==> src/rtl/mult_div_unit.sv <==
// Multicycle signed multiply (Booth radix-2) / divide (restoring) unit.
// One step per cycle; HI/LO results are held until the next completion.
module mult_div_unit #(
    parameter int WIDTH = 32
) (
    input  logic             clk_i,
    input  logic             reset_i,
    input  logic             start_i,
    input  logic             op_i,
    input  logic [WIDTH-1:0] a_i,
    input  logic [WIDTH-1:0] b_i,
    output logic             busy_o,
    output logic             done_o,
    output logic             div_zero_o,
    output logic [WIDTH-1:0] hi_o,
    output logic [WIDTH-1:0] lo_o
);
    localparam int CW = $clog2(WIDTH);
    localparam int AW = 2 * WIDTH + 1;

    typedef enum logic [1:0] {S_IDLE, S_RUN, S_DONE} state_t;

    state_t           state_q, state_d;
    logic             op_q, sa_q, sb_q, dz_q;
    logic [CW-1:0]    cnt_q;
    logic [WIDTH-1:0] mcand_q, hi_q, lo_q, hi_d, lo_d;
    logic [AW-1:0]    acc_q, acc_d;

    logic [WIDTH-1:0] a_abs, b_abs, quo, rem;
    logic [WIDTH:0]   p_ext, m_ext, sum, r_shift, trial;
    logic             last_step, div_by_zero;

    assign a_abs       = a_i[WIDTH-1] ? -a_i : a_i;
    assign b_abs       = b_i[WIDTH-1] ? -b_i : b_i;
    assign div_by_zero = op_i && (b_i == '0);
    assign last_step   = (cnt_q == CW'(WIDTH - 1));

    // Booth: acc = {P_hi, P_lo, q-1}; the W+1-bit sum keeps the true sign for the shift.
    // Divide: acc = {R (W+1 bits), Q (W bits)}.
    always_comb begin
        acc_d   = acc_q;
        p_ext   = {acc_q[AW-1], acc_q[AW-1:WIDTH+1]};
        m_ext   = {mcand_q[WIDTH-1], mcand_q};
        sum     = p_ext;
        r_shift = {acc_q[2*WIDTH-1:WIDTH], acc_q[WIDTH-1]};
        trial   = r_shift - {1'b0, mcand_q};
        if (!op_q) begin
            case (acc_q[1:0])
                2'b01:   sum = p_ext + m_ext;
                2'b10:   sum = p_ext - m_ext;
                default: sum = p_ext;
            endcase
            acc_d = {sum, acc_q[WIDTH:1]};
        end else if (!trial[WIDTH]) begin
            acc_d = {trial, acc_q[WIDTH-2:0], 1'b1};
        end else begin
            acc_d = {r_shift, acc_q[WIDTH-2:0], 1'b0};
        end
    end

    always_comb begin
        quo = acc_d[WIDTH-1:0];
        rem = acc_d[2*WIDTH-1:WIDTH];
        if (!op_q) begin
            hi_d = acc_d[AW-1:WIDTH+1];
            lo_d = acc_d[WIDTH:1];
        end else begin
            hi_d = sa_q ? -rem : rem;
            lo_d = (sa_q ^ sb_q) ? -quo : quo;
        end
    end

    always_ff @(posedge clk_i) begin
        if (reset_i) begin
            state_q <= S_IDLE;
        end else begin
            state_q <= state_d;
        end
    end

    always_comb begin
        state_d = state_q;
        case (state_q)
            S_IDLE:  if (start_i) state_d = div_by_zero ? S_DONE : S_RUN;
            S_RUN:   if (last_step) state_d = S_DONE;
            S_DONE:  state_d = S_IDLE;
            default: state_d = S_IDLE;
        endcase
    end

    always_comb begin
        busy_o     = (state_q == S_RUN);
        done_o     = (state_q == S_DONE);
        div_zero_o = (state_q == S_DONE) && dz_q;
    end

    always_ff @(posedge clk_i) begin
        if (reset_i) begin
            op_q    <= 1'b0;
            sa_q    <= 1'b0;
            sb_q    <= 1'b0;
            dz_q    <= 1'b0;
            cnt_q   <= '0;
            mcand_q <= '0;
            acc_q   <= '0;
            hi_q    <= '0;
            lo_q    <= '0;
        end else begin
            case (state_q)
                S_IDLE: begin
                    if (start_i) begin
                        op_q    <= op_i;
                        sa_q    <= a_i[WIDTH-1];
                        sb_q    <= b_i[WIDTH-1];
                        dz_q    <= div_by_zero;
                        cnt_q   <= '0;
                        mcand_q <= op_i ? b_abs : a_i;
                        acc_q   <= op_i ? {{(WIDTH+1){1'b0}}, a_abs}
                                        : {{WIDTH{1'b0}}, b_i, 1'b0};
                    end
                end
                S_RUN: begin
                    acc_q <= acc_d;
                    cnt_q <= cnt_q + 1'b1;
                    if (last_step) begin
                        hi_q <= hi_d;
                        lo_q <= lo_d;
                    end
                end
                default: ;
            endcase
        end
    end

    assign hi_o = hi_q;
    assign lo_o = lo_q;

endmodule

==> config.mk <==
export PLATFORM = sky130hd
export DESIGN_NAME = mult_div_unit
export DESIGN_NICKNAME = d
export VERILOG_FILES = /design/src/rtl/mult_div_unit.sv
export SDC_FILE = /design/constraint.sdc
export NUM_CORES = 1
export LEC_CHECK = 0
export BUFFER_PORTS_ARGS = -buffer_cell sky130_fd_sc_hd__buf_2
export CORE_ASPECT_RATIO = 0.5
export CORE_MARGIN = 8
export CORE_UTILIZATION = 45
export CTS_CLUSTER_DIAMETER = 50
export DETAILED_ROUTE_END_ITERATION = 10
export PLACE_DENSITY_LB_ADDON = 0.1
export SLEW_MARGIN = 20
export SYNTH_ARGS = -nofsm -noshare
export SYNTH_HDL_FRONTEND = slang
export SYNTH_SLANG_ARGS = --single-unit
export TNS_END_PERCENT = 30
==> constraint.sdc <==
create_clock -name clk_i -period 6.1 [get_ports clk_i]
set_input_delay 0.305 -clock clk_i [delete_from_list [all_inputs] [get_ports clk_i]]
set_output_delay 0.305 -clock clk_i [all_outputs]
set_load 0.03 [all_outputs]
# After elaboration in Yosys (flattened, before gate mapping)
# Cells that the tools add are included.
# totals
ff_bits	172
in_bits	68
out_inout_bits	67
word_cells	54
# op_classes
add_sub_neg	8
n_eq_ne	7
muxes	19
n_bitwise	1
n_reduce_logical	9
# op_table
operator	n
$mux 32	7
$mux 65	3
$pmux 65 s2	1
$neg 32->32	4
$pmux 33 s2	1
$add 32x32->33	1
$mux 33	1
$sub 32x32->33	1
$sub 33x32->33	1
$logic_not 32->1	1
$pmux 5 s2	1
$reduce_and 2->1	4
$mux 2	3
$add 5x1->5 const B	1
$eq 5x5->1 const B	1
$mux 5	1
$eq 2x1->1 const B	2
$eq 2x2->1 const B	2
$pmux 2 s2	1
$logic_and 1x1->1	2
$logic_not 2->1	1
$ne 2x1->1 const B	1
$ne 2x2->1 const B	1
$reduce_bool 2->1	1
$xor 1x1->1	1

# Logic depth before layout (Yosys ltp)
# logic_depth
ltp_word	6
depth_mapped	29
mapped_depth_nobuf	27

# Least setup slack after synthesis
# OpenSTA, ideal clock, no wires.
# synth_timing
kind	register to register
from	register mcand_q[0]
to	register hi_q[22], in the netlist hi_o[22]
setup_time_ns	0.114
arrival_ns	6.304
required_ns	5.986
setup_slack_ns	-0.318
path_stages_with_launch	27
path_buffers	3
synth_period_minus_slack_ns	6.418
path_cell_list	dfxtp_1 > ha_1 > inv_1 > fa_1 > a21o_1 > a221o_1 > a21oi_1 > o22ai_1 > or3_1 > a31oi_1 > nor2b_1 > o21ai_0 > nand2b_1 > ha_1 > clkbuf_1 > clkbuf_1 > mux2i_1 > a21o_1 > ha_1 > nand2_1 > or4_1 > or4b_1 > clkbuf_1 > or3_4 > o31ai_1 > xor2_1 > a2111oi_0
# synth_via
elab_chain_len	6
word_cells_on_any_way	9
cone_classes	4 x add/sub; 5 x mux
# synth_lines
element	line	rtl
start: declaration	26	logic [WIDTH-1:0] mcand_q, hi_q, lo_q, hi_d, lo_d;
start signal: assignment	117	mcand_q <= op_i ? b_abs : a_i;
$sub 32x32->33 (tied with other cells)	50	2'b10: sum = p_ext - m_ext;
$pmux 33 s2 / $mux 65 (equally long branches)	48, 54	
$mux 65 (*)	47	if (!op_q) begin
$neg 32->32	68	hi_d = sa_q ? -rem : rem;
$mux 32	68	
$mux 32 (*)	64	if (!op_q) begin
end signal: assignment	126	hi_q <= hi_d;
end: declaration	26	
# Mark *: on every way between the ends. The rest lies on a longest branch, timed or not.
# A chain may end at the register's enable or synchronous reset.

# Final worst setup path
# layout_timing
from	register acc_q[31]
to	register hi_q[29], in the netlist hi_o[29]
# layout_via
elab_chain_len	6
# layout_lines
element	line	rtl
start: declaration	27	logic [AW-1:0] acc_q, acc_d;
start signal: assignment	118	acc_q <= op_i ? {{(WIDTH+1){1'b0}}, a_abs}
$sub 33x32->33	46	trial = r_shift - {1'b0, mcand_q};
$mux 65 (*)	54	end else if (!trial[WIDTH]) begin
$mux 65 (*)	47	
$neg 32->32	68	
$mux 32	68	
$mux 32 (*)	64	
# Marked as above.

==> results.toml <==
[sta]
timing_hold_violations_final = 0
slew_violations = 0
max_slew.worst_pin.slew_ns = 1.24
fin_setup_tns_ns = 0
fin_crit_sh_pct = 96.6
worst_slack_ns = 0.205
rsz0062_at_grt = "yes"
fmax_ghz = 0.170
finalSetupViolCount = 0
min_period_ns = 5.89
relSlewSlack_pct = 17.1
skew_ns = 0.0206

[pwr]
ir_worst_vdd_v = 0.000219
p_clk_share_pct = 23.2
p_per_area_mw_per_mm2 = 274
power.share.switching_pct = 45.6
p_sw_mw = 2.32
p_int_mw = 2.77
p_leak_nw = 7.32
p_comb_share_pct = 51.9
seqPwrFrac_pct = 24.9

[finish]
fin_nets = 2532
mostFrequentLayoutCell = "nor2_1"
synthToLayoutAreaGrowth_pct = 16.5
final_cell_mix = "357 x nor2_1, 227 x a21oi_1, 169 x dfxtp_1"
nFillCells = 3566
drive_above_1_share_pct = 16.7
antenna_cells = 0
stdcell_count = 2877

[clocking]
clk_path_buf_depth = 2
cts.htree.levels = 4
numCtsBuffers = 17
clockRootBuffer = "clkbuf_16"
clkTransAtPathRegs_ns = 0.08
numClockSinks = 172
clk-insertion-delay-late_ns = 0.47
cts_tree = "built"
hold_buffers = 0

[synth]
netlist_instances = 2240
synth_area_mm2 = 0.0160
synth.yosys.seq_area_share_pct = 21.6
avgSynthCellArea_um2 = 7.12
synth_ff_type = "dfxtp_1"
ys_seq_elements = 172
yosys_warnings = 0
synth.distinct_cells = 90
synth_edf_count = 0
synth_fp_nets = 2383
async_flop_share_pct = 0

[die]
die_y_um = 149
dieArea_mm2 = 0.0421
die-width_um = 282
initial_core_util_pct = 45.9
fp.coreArea_mm2 = 0.0347
io_pins = 135
rows = 48

[placed_design]
dp_hpwl_um = 50600
dp_slack_ns = -0.256
dp_cells = 2840
port-buffer-count = 134
gp_congestion = 1.01

[critical_path]
critPathLaunchType = "register"
cp_data_required_time_ns = 6.45
cp.arrival_ns = 6.25
critPathKind = "reg -> reg"
endpoint_kind = "register"
worstPathMaxFanout = 8

[global_routing]
grt_use_total_pct = 30.2
grt_pass1_wl_um = 99300
overflow = 0
grt_max_degree = 130
antenna_found_initial = 2
grt_pass1_vias = 16100

[detailed_routing]
drc = 0
vias = 17900
drt_first_pass_iters = 5
drt_iter0_markers = 1969
postRouteAntennaNets = 0
routed_wl_um = 65600
viasPerCell = 6.23
post_drt_wl_per_cell_um = 22.8

[outcome]
status = "completed"

[min_path]
hold_path_class = "in -> reg"

[job]
drv_cap = 0
==> cells in the mapped netlist (10+ instances only) <==
cell,count,area (µm²)
nor2_1,358,1340
a21oi_1,229,1150
dfxtp_1,172,3440
nand2_1,164,616
clkbuf_1,130,488
o21ai_0,115,576
a211oi_1,104,781
xor2_1,86,753
xnor2_1,78,683
ha_1,73,913
inv_1,63,236
nor3_1,57,285
o31ai_1,37,278
nand3_1,35,175
mux2i_1,34,340
or3_1,32,200
a22oi_1,28,210
o211ai_1,27,203
nand4_1,25,156
or4_1,23,173
mux2_2,21,236
a31oi_1,20,125
nor2b_1,19,119
a221oi_1,18,158
a21o_1,17,128
a311oi_1,17,149
o21ai_1,16,80.1
buf_1,15,56.3
and3_1,13,81.3
nor4_1,12,75.1
o41ai_1,12,105
and2_1,10,62.6
nand2b_1,10,62.6
==> logic make-up after synthesis <==
group | Yosys count | synth area share [%]
AOI/OAI and AO/OA | 760 | 31.8
adders and majority gates | 75 | 5.98
muxes | 55 | 3.62
DFF | 172 | 21.6
xor gates and xnor gates | 164 | 9.01
and+or+nand+nor | 793 | 22.7
buffers and inverters | 221 | 5.26
==> final timing paths <==
path	start	end	slack [ns]	cells past startpoint
hold / removal	start_i	dz_q$_SDFFE_PP0P_	0.17	2
hold reg to reg	hi_o[13]$_SDFFE_PP0P_	hi_o[13]$_SDFFE_PP0P_	0.46	2
setup / recovery	acc_q[31]$_SDFFE_PP0P_	hi_o[29]$_SDFFE_PP0P_	0.21	24
setup reg to reg	acc_q[31]$_SDFFE_PP0P_	hi_o[29]$_SDFFE_PP0P_	0.21	24
==> stage by stage <==
stage | util (%) | area [µm²] | hold slack (ns) | total power [mW]
finish | 53.5 | 18600 | 0.166 | 5.09
CTS | 53.2 | 18500 | 0.155 | 4.98
detailed placement | 51.3 | 17800 | 0.449 | 3.79
global placement | 51.3 | 17800 | 0.442 | 3.79
floorplan | - | 16000 | 0.420 | 2.89
global route | 53.5 | 18600 | 0.182 | 5.33
==> timing repair <==
action                                 in CTS  in global routing
buffers inserted                            0                  6
pin swaps                                   0                  4
endpoints found under the hold margin       0                  0
resized for setup                           7                 22
setup endpoints to repair                  16                 27
==> metal layers <==
metal | global-route usage (%) | routed length, µm | vias up
li1 | - | - | 8563
met1 | 43.6 | 31300 | 8551
met2 | 45.6 | 27800 | 731
met3 | 4.83 | 4760 | 93
met4 | 9.41 | 1850 | 0
met5 | 0 | 0 | -
==> critical path, cell delays in order, from the launching register on <==
cell and delay (ns):
dfxtp_2 0.33, inv_2 0.06, ha_4 0.13, inv_2 0.04
fa_2 0.34, a21o_1 0.18, a221o_1 0.35, a21oi_2 0.22
o22ai_4 0.12, or3_4 0.40, a31oi_4 0.17, nor2b_1 0.07
o21ai_1 0.12, nand2b_1 0.11, ha_4 0.29, and3_1 0.18
mux2i_1 0.19, a32oi_1 0.16, buf_4 0.17, or4_1 0.57
or4b_4 0.54, or3_4 0.40, o41ai_1 0.37, or4_1 0.19
nand3_1 0.07
==> final cells by class <==
class                           instances  area, µm²  share of cell area (%)
Clock inverter                         15        196                    1.06
Multi-Input combinational cell       1847      11800                    63.7
Tap cell                              475        594                    3.20
Sequential cell                       172       3450                    18.6
Timing Repair Buffer                  283       1820                    9.81
Inverter                               68        256                    1.38
Clock buffer                           17        425                    2.29
==> state kept, by name (all words and copies together), names as in the netlist <==
name	flops
sb_q	1
state_q	2
lo_o	32
dz_q	1
acc_q	65
hi_o	32
mcand_q	32
op_q	1
sa_q	1
cnt_q	5
==> power by group through the flow <==
stage | registers [mW] | logic, mW | clock network (mW)
floorplan | 1.27 | 1.62 | 0
CTS | 1.27 | 2.52 | 1.19
global route | 1.28 | 2.82 | 1.24
global placement | 1.29 | 2.50 | 0
detailed placement | 1.29 | 2.50 | 0
finish | 1.27 | 2.64 | 1.18
No activity file was read; power rests on OpenSTA's default activity.
